===== config.mk =====
export PLATFORM = sky130hd
export DESIGN_NAME = fb_fill_arbiter_flat
export DESIGN_NICKNAME = d
export VERILOG_FILES = /design/src/rtl/fb_fill_arbiter_if.sv /design/src/rtl/fb_fill_arbiter.sv /design/src/flat_wrapper.sv
export SDC_FILE = /design/constraint.sdc
export NUM_CORES = 1
export LEC_CHECK = 0
export ABC_CLOCK_PERIOD_IN_PS = 4400
export BUFFER_PORTS_ARGS = -buffer_cell sky130_fd_sc_hd__buf_2
export CORE_AREA = 2 2 128 130
export CTS_CLUSTER_DIAMETER = 120
export DETAILED_ROUTE_END_ITERATION = 16
export DIE_AREA = 0 0 130 132
export GPL_TIMING_DRIVEN = 0
export PLACE_DENSITY_LB_ADDON = 0.2
export SYNTH_ARGS = -nofsm -noshare
export SYNTH_HDL_FRONTEND = slang
export SYNTH_SLANG_ARGS = --single-unit
export TNS_END_PERCENT = 10

===== constraint.sdc =====
create_clock -name clk -period 4.4 [get_ports clk]
set_clock_uncertainty 0.15 [all_clocks]
set_input_delay 0.44 -clock clk [delete_from_list [all_inputs] [get_ports clk]]
set_output_delay 0.44 -clock clk [all_outputs]
set_load 0.05 [all_outputs]

===== src/rtl/fb_fill_arbiter_if.sv =====
// Write-port bundle for the fill arbiter: CPU write bus, fill control, status, and the mem write port.
// The master modport drives requests; the slave modport (the arbiter) drives status and mem.
interface fb_fill_arbiter_if;
    logic        cpu_wen;
    logic [15:0] cpu_waddr;
    logic [15:0] cpu_wdata;
    logic        fill_start;
    logic        fill_abort;
    logic [7:0]  fill_x;
    logic [7:0]  fill_y;
    logic [7:0]  fill_w;
    logic [7:0]  fill_h;
    logic [11:0] fill_color;
    logic        fill_busy;
    logic        fill_done;
    logic        mem_wen;
    logic [15:0] mem_waddr;
    logic [15:0] mem_wdata;

    modport master (
        output cpu_wen, cpu_waddr, cpu_wdata,
        output fill_start, fill_abort, fill_x, fill_y, fill_w, fill_h, fill_color,
        input  fill_busy, fill_done, mem_wen, mem_waddr, mem_wdata
    );

    modport slave (
        input  cpu_wen, cpu_waddr, cpu_wdata,
        input  fill_start, fill_abort, fill_x, fill_y, fill_w, fill_h, fill_color,
        output fill_busy, fill_done, mem_wen, mem_waddr, mem_wdata
    );
endinterface


===== src/rtl/fb_fill_arbiter.sv =====
// Rectangle-fill engine sharing the single mem write port with the CPU.
// CPU writes always win; fill pixels are written only on cycles the CPU leaves idle.
module fb_fill_arbiter #(
    parameter logic [15:0] FB_BASE   = 16'hC000,
    parameter int          FB_W_LOG2 = 7,
    parameter int          FB_HEIGHT = 96
) (
    input  logic               clk,
    input  logic               reset,
    fb_fill_arbiter_if.slave   bus
);
    localparam logic [1:0] ST_IDLE = 2'd0;
    localparam logic [1:0] ST_RUN  = 2'd1;
    localparam logic [1:0] ST_DONE = 2'd2;

    localparam logic [8:0]  FB_W   = 9'(1 << FB_W_LOG2);
    localparam logic [8:0]  FB_H   = 9'(FB_HEIGHT);
    localparam logic [15:0] STRIDE = 16'(1 << FB_W_LOG2);

    logic [1:0]  state_reg, state_next;
    logic [8:0]  x0_reg, x0_next;
    logic [8:0]  cur_x_reg, cur_x_next;
    logic [8:0]  cur_y_reg, cur_y_next;
    logic [8:0]  x_end_reg, x_end_next;
    logic [8:0]  y_end_reg, y_end_next;
    logic [15:0] addr_reg, addr_next;
    logic [15:0] row_addr_reg, row_addr_next;
    logic [11:0] color_reg, color_next;

    logic [8:0]  x_sum, y_sum, x_end_start, y_end_start;
    logic [15:0] start_addr;
    logic        start_empty;
    logic        fill_step;
    logic        x_more, y_more;

    // Clipping is done once at start; the sums are 9 bits so they cannot wrap.
    assign x_sum       = {1'b0, bus.fill_x} + {1'b0, bus.fill_w};
    assign y_sum       = {1'b0, bus.fill_y} + {1'b0, bus.fill_h};
    assign x_end_start = (x_sum > FB_W) ? FB_W : x_sum;
    assign y_end_start = (y_sum > FB_H) ? FB_H : y_sum;
    assign start_empty = (x_end_start <= {1'b0, bus.fill_x}) ||
                         (y_end_start <= {1'b0, bus.fill_y});
    assign start_addr  = FB_BASE + (16'(bus.fill_y) << FB_W_LOG2) + 16'(bus.fill_x);

    assign fill_step = (state_reg == ST_RUN) && !bus.cpu_wen && !bus.fill_abort;
    assign x_more    = (cur_x_reg + 9'd1) < x_end_reg;
    assign y_more    = (cur_y_reg + 9'd1) < y_end_reg;

    always_comb begin
        state_next    = state_reg;
        x0_next       = x0_reg;
        cur_x_next    = cur_x_reg;
        cur_y_next    = cur_y_reg;
        x_end_next    = x_end_reg;
        y_end_next    = y_end_reg;
        addr_next     = addr_reg;
        row_addr_next = row_addr_reg;
        color_next    = color_reg;
        case (state_reg)
            ST_IDLE: begin
                if (bus.fill_start) begin
                    x0_next       = {1'b0, bus.fill_x};
                    cur_x_next    = {1'b0, bus.fill_x};
                    cur_y_next    = {1'b0, bus.fill_y};
                    x_end_next    = x_end_start;
                    y_end_next    = y_end_start;
                    addr_next     = start_addr;
                    row_addr_next = start_addr;
                    color_next    = bus.fill_color;
                    state_next    = start_empty ? ST_DONE : ST_RUN;
                end
            end
            ST_RUN: begin
                if (bus.fill_abort) begin
                    state_next = ST_IDLE;
                end else if (fill_step) begin
                    if (x_more) begin
                        cur_x_next = cur_x_reg + 9'd1;
                        addr_next  = addr_reg + 16'd1;
                    end else if (y_more) begin
                        cur_x_next    = x0_reg;
                        cur_y_next    = cur_y_reg + 9'd1;
                        addr_next     = row_addr_reg + STRIDE;
                        row_addr_next = row_addr_reg + STRIDE;
                    end else begin
                        state_next = ST_DONE;
                    end
                end
            end
            ST_DONE: state_next = ST_IDLE;
            default: state_next = ST_IDLE;
        endcase
    end

    always_ff @(posedge clk or negedge reset) begin
        if (!reset) begin
            state_reg    <= ST_IDLE;
            x0_reg       <= '0;
            cur_x_reg    <= '0;
            cur_y_reg    <= '0;
            x_end_reg    <= '0;
            y_end_reg    <= '0;
            addr_reg     <= '0;
            row_addr_reg <= '0;
            color_reg    <= '0;
        end else begin
            state_reg    <= state_next;
            x0_reg       <= x0_next;
            cur_x_reg    <= cur_x_next;
            cur_y_reg    <= cur_y_next;
            x_end_reg    <= x_end_next;
            y_end_reg    <= y_end_next;
            addr_reg     <= addr_next;
            row_addr_reg <= row_addr_next;
            color_reg    <= color_next;
        end
    end

    // The fill path is gated by the live state register, so reset silences it immediately.
    always_comb begin
        bus.mem_wen   = 1'b0;
        bus.mem_waddr = 16'h0000;
        bus.mem_wdata = 16'h0000;
        if (bus.cpu_wen) begin
            bus.mem_wen   = 1'b1;
            bus.mem_waddr = bus.cpu_waddr;
            bus.mem_wdata = bus.cpu_wdata;
        end else if (fill_step) begin
            bus.mem_wen   = 1'b1;
            bus.mem_waddr = addr_reg;
            bus.mem_wdata = {4'h0, color_reg};
        end
    end

    assign bus.fill_busy = (state_reg == ST_RUN) || (state_reg == ST_DONE);
    assign bus.fill_done = (state_reg == ST_DONE);
endmodule


===== src/flat_wrapper.sv =====
// flat-port wrapper written by rule: the top's interface ports become plain ports
module fb_fill_arbiter_flat 
#(
    parameter logic [15:0] FB_BASE   = 16'hC000,
    parameter int          FB_W_LOG2 = 7,
    parameter int          FB_HEIGHT = 96
)
  (clk, reset, bus_cpu_wen, bus_cpu_waddr, bus_cpu_wdata, bus_fill_start, bus_fill_abort, bus_fill_x, bus_fill_y, bus_fill_w, bus_fill_h, bus_fill_color, bus_fill_busy, bus_fill_done, bus_mem_wen, bus_mem_waddr, bus_mem_wdata);
  fb_fill_arbiter_if bus_i ();
  input  logic clk;
  input  logic reset;
  input wire logic [$bits(bus_i.cpu_wen)-1:0] bus_cpu_wen;
  input wire logic [$bits(bus_i.cpu_waddr)-1:0] bus_cpu_waddr;
  input wire logic [$bits(bus_i.cpu_wdata)-1:0] bus_cpu_wdata;
  input wire logic [$bits(bus_i.fill_start)-1:0] bus_fill_start;
  input wire logic [$bits(bus_i.fill_abort)-1:0] bus_fill_abort;
  input wire logic [$bits(bus_i.fill_x)-1:0] bus_fill_x;
  input wire logic [$bits(bus_i.fill_y)-1:0] bus_fill_y;
  input wire logic [$bits(bus_i.fill_w)-1:0] bus_fill_w;
  input wire logic [$bits(bus_i.fill_h)-1:0] bus_fill_h;
  input wire logic [$bits(bus_i.fill_color)-1:0] bus_fill_color;
  output wire logic [$bits(bus_i.fill_busy)-1:0] bus_fill_busy;
  output wire logic [$bits(bus_i.fill_done)-1:0] bus_fill_done;
  output wire logic [$bits(bus_i.mem_wen)-1:0] bus_mem_wen;
  output wire logic [$bits(bus_i.mem_waddr)-1:0] bus_mem_waddr;
  output wire logic [$bits(bus_i.mem_wdata)-1:0] bus_mem_wdata;
  assign bus_i.cpu_wen = bus_cpu_wen;
  assign bus_i.cpu_waddr = bus_cpu_waddr;
  assign bus_i.cpu_wdata = bus_cpu_wdata;
  assign bus_i.fill_start = bus_fill_start;
  assign bus_i.fill_abort = bus_fill_abort;
  assign bus_i.fill_x = bus_fill_x;
  assign bus_i.fill_y = bus_fill_y;
  assign bus_i.fill_w = bus_fill_w;
  assign bus_i.fill_h = bus_fill_h;
  assign bus_i.fill_color = bus_fill_color;
  assign bus_fill_busy = bus_i.fill_busy;
  assign bus_fill_done = bus_i.fill_done;
  assign bus_mem_wen = bus_i.mem_wen;
  assign bus_mem_waddr = bus_i.mem_waddr;
  assign bus_mem_wdata = bus_i.mem_wdata;
  fb_fill_arbiter #(.FB_BASE(FB_BASE), .FB_W_LOG2(FB_W_LOG2), .FB_HEIGHT(FB_HEIGHT)) u_core (.clk(clk), .reset(reset), .bus(bus_i));
endmodule

# [Yosys cells after proc, flatten, opt, wreduce, memory -nomap -nowiden]
# Index checks and enable logic that the tools add are counted.
[word_totals] register_bits=90 inputBits=81 out_inout_bits=35
[op_classes] addsub=8 magnitude_cmp=6 eq_ne=11 mux=37 reduce_logical=12
[op_table] op="$mux 16" count=11
[op_table] op="$mux 9" count=12
[op_table] op="$pmux 16 s2" count=2
[op_table] op="$pmux 9 s2" count=2
[op_table] op="$add 8x8->9" count=2
[op_table] op="$add 9x1->9 const B" count=2
[op_table] op="$le 9x8->1" count=2
[op_table] op="$lt 9x9->1" count=2
[op_table] op="$add 16x1->16 const B" count=1
[op_table] op="$add 16x15->16 const A" count=1
[op_table] op="$add 16x8->16" count=1
[op_table] op="$add 16x8->16 const B" count=1
[op_table] op="$mux 12" count=1
[op_table] op="$mux 2" count=6
[op_table] op="$gt 9x7->1 const B" count=1
[op_table] op="$gt 9x8->1 const B" count=1
[op_table] op="$ne 2x2->1 const B" count=3
[op_table] op="$ne 3x3->1 const B" count=2
[op_table] op="$reduce_and 6->1" count=1
[op_table] op="$reduce_and 5->1" count=1
[op_table] op="$ne 2x1->1 const B" count=2
[op_table] op="$pmux 2 s2" count=1
[op_table] op="$reduce_and 4->1" count=1
[op_table] op="$ne 3x1->1 const B" count=1
[op_table] op="other kinds (10)" count=14

# [Longest topological paths before layout]
[logic_depth] word_depth=8 mapped_depth=19 depth_no_buf=19

# [Worst setup path after synthesis]
# OpenSTA, ideal clock, no wires.
[synth_timing] path_kind="input to register" startpoint="input bus_fill_h[0]" endpoint="register u_core.state_reg[0]" t_arrival_ps=3626 required_ps=4182 slack_ps=556 cell_stages=19 path_buffers=0 path_cell_list="ha_1 inv_1 fa_1 nand2b_1 a21oi_1 o21ai_0 nor4b_1 or2_2 o31a_1 and2_1 ha_1 nand2_1 o21ai_0 a21oi_1 o21ai_0 o21ai_0 mux2_4 a21oi_2 a32o_1"
[synth_via] elab_chain_len=8
[synth_lines] item="start, declared" line_no="flat_wrapper.sv:20" text="input wire logic [$bits(bus_i.fill_h)-1:0] bus_fill_h;"
[synth_lines] item="$add 8x8->9 (*)" line_no="fb_fill_arbiter.sv:38" text="assign y_sum = {1'b0, bus.fill_y} + {1'b0, bus.fill_h};"
[synth_lines] item="$gt 9x7->1" line_no="fb_fill_arbiter.sv:40" text="assign y_end_start = (y_sum > FB_H) ? FB_H : y_sum;"
[synth_lines] item="$mux 9 (*)" line_no="fb_fill_arbiter.sv:40"
[synth_lines] item="via u_core.y_end_start[4]" line_no="fb_fill_arbiter.sv:30" text="logic [8:0] x_sum, y_sum, x_end_start, y_end_start;"
[synth_lines] item="$le 9x8->1 (*)" line_no="fb_fill_arbiter.sv:42" text="(y_end_start <= {1'b0, bus.fill_y});"
[synth_lines] item="$logic_or 1x1->1 (*)" line_no="fb_fill_arbiter.sv:41" text="assign start_empty = (x_end_start <= {1'b0, bus.fill_x}) ||"
[synth_lines] item="$mux 2 (*)" line_no="fb_fill_arbiter.sv:70" text="state_next = start_empty ? ST_DONE : ST_RUN;"
[synth_lines] item="$mux 2 (*)" line_no="fb_fill_arbiter.sv:61" text="if (bus.fill_start) begin"
[synth_lines] item="$pmux 2 s2 (*)" line_no="fb_fill_arbiter.sv:59" text="case (state_reg)"
[synth_lines] item="end signal, assigned" line_no="fb_fill_arbiter.sv:107" text="state_reg <= state_next;"
[synth_lines] item="end, declared" line_no="fb_fill_arbiter.sv:20" text="logic [1:0] state_reg, state_next;"
# The timed path passes the listed nets; every way through them passes the cells marked *. The select of a mux whose other input is x is not followed.
# A chain may end at the register's enable or synchronous reset.

# [Worst setup path in the final report]
[layout_timing] startpoint="input bus_fill_x[0]" endpoint="register u_core.state_reg[0]"
[layout_via] elab_chain_len=8
[layout_lines] item="start, declared" line_no="flat_wrapper.sv:17" text="input wire logic [$bits(bus_i.fill_x)-1:0] bus_fill_x;"
[layout_lines] item="$add 8x8->9 (*)" line_no="fb_fill_arbiter.sv:37" text="assign x_sum = {1'b0, bus.fill_x} + {1'b0, bus.fill_w};"
[layout_lines] item="$gt 9x8->1" line_no="fb_fill_arbiter.sv:39" text="assign x_end_start = (x_sum > FB_W) ? FB_W : x_sum;"
[layout_lines] item="$mux 9 (*)" line_no="fb_fill_arbiter.sv:39"
[layout_lines] item="via u_core.x_end_start[7]" line_no="fb_fill_arbiter.sv:30"
[layout_lines] item="$le 9x8->1 (*)" line_no="fb_fill_arbiter.sv:41"
[layout_lines] item="$logic_or 1x1->1 (*)" line_no="fb_fill_arbiter.sv:41"
[layout_lines] item="$mux 2 (*)" line_no="fb_fill_arbiter.sv:70"
[layout_lines] item="$mux 2 (*)" line_no="fb_fill_arbiter.sv:61"
[layout_lines] item="$pmux 2 s2 (*)" line_no="fb_fill_arbiter.sv:59"
# Marked as above.

==> results.py <==
metrics = {
    "status": {
        "status": "finished, final reports clean",
    },
    "power_and_ir_drop": {
        "pwr-share-comb_pct": 55.4,
        "switching_share_pct": 46.6,
        "seqPwrFrac_pct": 29.2,
        "p_leak_nw": 3.65,
        "power_frac_clock_pct": 15.4,
        "cellInternalPower_mw": 2.79,
        "switching_power_mw": 2.43,
        "power.density_nw_per_um2": 652,
        "vdd_drop_max_mv": 0.332,
    },
    "logic_synthesis": {
        "synth_area_leader_cell": "dfrtp_1",
        "synth_edf_count": 0,
        "netlist.area_leader.share_pct": 33.0,
        "yosys.area_share.simple_pct": 19.4,
        "ys_ff_latch": 90,
        "postSynth.asyncResetShare_pct": 100,
        "muxShareOfSynthArea_pct": 6.86,
        "synth_xor_xnor_area_share_pct": 5.27,
        "synth-main-ff-cell": "dfrtp_1",
        "synth_cells": 833,
        "yosys_warnings": 0,
        "syn_area_um2": 6820,
        "synth_fa_ha_area_share_pct": 10.9,
        "yosysMostFrequentCell": "nand2_1",
        "postSynthAreaPerCell_um2": 8.19,
        "ys_types": 60,
        "synthTopCellsByArea": "dfrtp_1, ha_1, nand2_1",
        "ys_seq_area_share_pct": 33.0,
        "synth_top_family_by_area": "compound AO/OA/AOI/OAI gates",
        "syn_nets": 972,
        "ys_top_cells_by_count": "nand2_1, dfrtp_1, o21ai_0",
        "synth_compound_area_share_pct": 19.5,
    },
    "worst_setup_path": {
        "crit_fanout": 10,
        "regToRegSetupSlack_ps": 480,
        "crit_path_end": "u_core.state_reg[0]",
        "crit_type": "input pin to flop",
        "crit_required_ps": 4480,
        "critPathArrivalTime_ps": 4230,
        "crit-reg2reg-launch": "u_core.cur_x_reg[0]",
        "cp-end-kind": "flop",
        "cp-start-kind": "input pin",
        "crit_path_start": "bus_fill_x[0]",
        "reg2reg_depth": 14,
        "reg2reg_to": "u_core.addr_reg[10]",
    },
    "detailed_routing": {
        "drc": 0,
        "ant_nets": 0,
        "viasPerCell": 5.26,
        "dr.pass1.iters": 5,
        "wl_per_cell_um": 15.3,
        "drt-total-wl_mm": 18.0,
        "drt_iter0_markers": 348,
        "dr_total_vias": 6205,
    },
    "clock_tree": {
        "clk_pin_slew_ps": 70,
        "cts_root_buffer": "clkbuf_16",
        "htree_num_levels": 3,
        "numCtsBuffers": 9,
        "clk_latency_ps": 350,
        "cts_tree": "done",
        "cts.sinks": 90,
        "clockBufferDepth": 2,
    },
    "placement": {
        "place_hpwl_mm": 14.0,
        "routabilityCongestion": 0.831,
        "placed_area_um2": 7690,
        "dp_slack_ps": -114,
        "port_buffers": 114,
    },
    "sta": {
        "finalCritPeriodShare_pct": 94.2,
        "setup_tns_ps": 0,
        "worst_slack_ps": 256,
        "setup_viol": 0,
        "rsz0062_at_grt": "false",
        "final-hold-violation-count": 0,
        "tightest_slew_ps": 759,
        "holdWs_ps": 171,
        "slew_violations": 0,
        "period_needed_ps": 4140,
        "max-slew-margin-rel_pct": 48.8,
        "max_freq_mhz": 241,
    },
    "global_routing": {
        "grt_max_degree": 49,
        "globalRoute.totalOverflow": 0,
        "grt_usage_pct": 21.4,
        "grt_pass1_vias": 5931,
        "grt_antenna_before_repair": 0,
        "grt_first_pass_wirelength_mm": 29.6,
    },
    "floorplan": {
        "die_w_um": 130,
        "rows": 46,
        "core_um2": 15700,
        "die_h_um": 132,
        "io_pins": 116,
        "start_util_pct": 43.4,
        "die_area_um2": 17200,
    },
    "finish": {
        "n_antenna_cell": 0,
        "multi_input_area_um2": 4230,
        "final_area_um2": 8010,
        "areaGrowthSynthToFinish_pct": 17.4,
        "nets": 1099,
        "drive_gt1_share_pct": 18.7,
        "fin_util_pct": 50.9,
        "regArea_um2": 2250,
        "fill_cells": 1595,
    },
    "job": {
        "maxCapViolCount": 0,
    },
    "worst_hold_path": {
        "hp-class": "input pin to flop",
    },
}
how the worst min path moves through the flow:
| stage | from | end | slack, ps | cells past startpoint |
|---|---|---|---|---|
| finish | bus_fill_color[1] | u_core.color_reg[1] | 170 | 2 |
| global route | bus_fill_color[6] | u_core.color_reg[6] | 170 | 2 |
| CTS | bus_fill_color[6] | u_core.color_reg[6] | 170 | 2 |
| detailed placement | u_core.x_end_reg[4] | u_core.x_end_reg[4] | 320 | 2 |
| global placement | u_core.x0_reg[3] | u_core.x0_reg[3] | 310 | 2 |
| floorplan | reset | u_core.addr_reg[0] | -6 | 0 |
critical path, stage by stage:
cell,delay [ps]
buf_2,170
ha_1,230
inv_1,70
fa_1,380
nand2b_1,180
a21oi_1,260
o22ai_1,200
a31oi_4,310
o31a_1,300
nor2_1,90
ha_1,290
a21oi_1,130
nor2b_1,60
o21ai_0,170
a21oi_1,110
o32ai_1,280
mux2_2,220
a21oi_2,60
a32o_1,260
timing repair:
item,CTS,global route
gates resized for setup,0,1
setup endpoints to repair,0,2
hold endpoints to repair,28,0
setup buffers,0,0
hold buffers,1,0
placed cells by master (no fill, tap or decap), types with 6 or more instances in the layout:
cell / synthesis / final
nand2_1: 133 / 133
buf_2: 9 / 122
dfrtp_1: 90 / 90
o21ai_0: 72 / 71
nor2_1: 70 / 70
a21oi_1: 64 / 64
ha_1: 56 / 56
inv_1: 50 / 50
clkbuf_1: 26 / 27
nand3_1: 26 / 26
mux2_2: 26 / 26
xnor2_1: 22 / 22
xor2_1: 19 / 19
mux2i_1: 16 / 16
a31oi_1: 14 / 14
nor3_1: 11 / 11
o31ai_1: 10 / 10
and3_1: 9 / 9
and2_1: 9 / 9
clkbuf_16: 0 / 9
nand2b_1: 8 / 8
o211ai_1: 8 / 8
nor3b_1: 6 / 6
or3_1: 6 / 6
a311oi_1: 6 / 6
nor2b_1: 6 / 6
power by group through the flow:
stage	logic, mW	registers, mW	clock network (mW)
after CTS	2.89	1.52	0.811
after global placement	2.83	1.52	0
after global routing	3.25	1.58	0.850
after floorplan	2.16	1.45	0
after detailed placement	2.87	1.54	0
final	2.89	1.52	0.804
cells by family after synthesis:
family / Yosys count
AOI/OAI and AO/OA: 214
xor gates and xnor gates: 41
adders and majority gates: 58
buffers and inverters: 88
DFF: 90
muxes: 43
other: 1
and+or+nand+nor: 298
metal layers:
metal | vias up | GRT usage, % | part of all wire [%] | wire [µm]
met5 | - | 0 | 0 | 0
met3 | 16 | 2.35 | 4.7 | 855
met4 | 0 | 5.14 | 1.2 | 211
met2 | 162 | 35.6 | 45 | 8200
met1 | 2862 | 29.9 | 49 | 8770
li1 | 3165 | - | - | -
per-stage QoR:
| stage | total power [mW] | instances |
|---|---|---|
| after detailed placement | 4.40 | 1164 |
| after floorplan | 3.61 | 833 |
| final | 5.22 | 1180 |
| after global routing | 5.69 | 1180 |
| after global placement | 4.35 | 1163 |
| after CTS | 5.22 | 1180 |
area by class of cell:
cell class	count	share of cell area, %
Multi-Input combinational cell	655	52.8
Sequential cell	90	28.1
Timing Repair Buffer	116	7.63
Clock buffer	13	3.38
Tap cell	216	3.38
Inverter	50	2.34
Buffer	38	1.92
Clock inverter	2	0.438
Note: power is estimated with default switching activity, not from simulation.
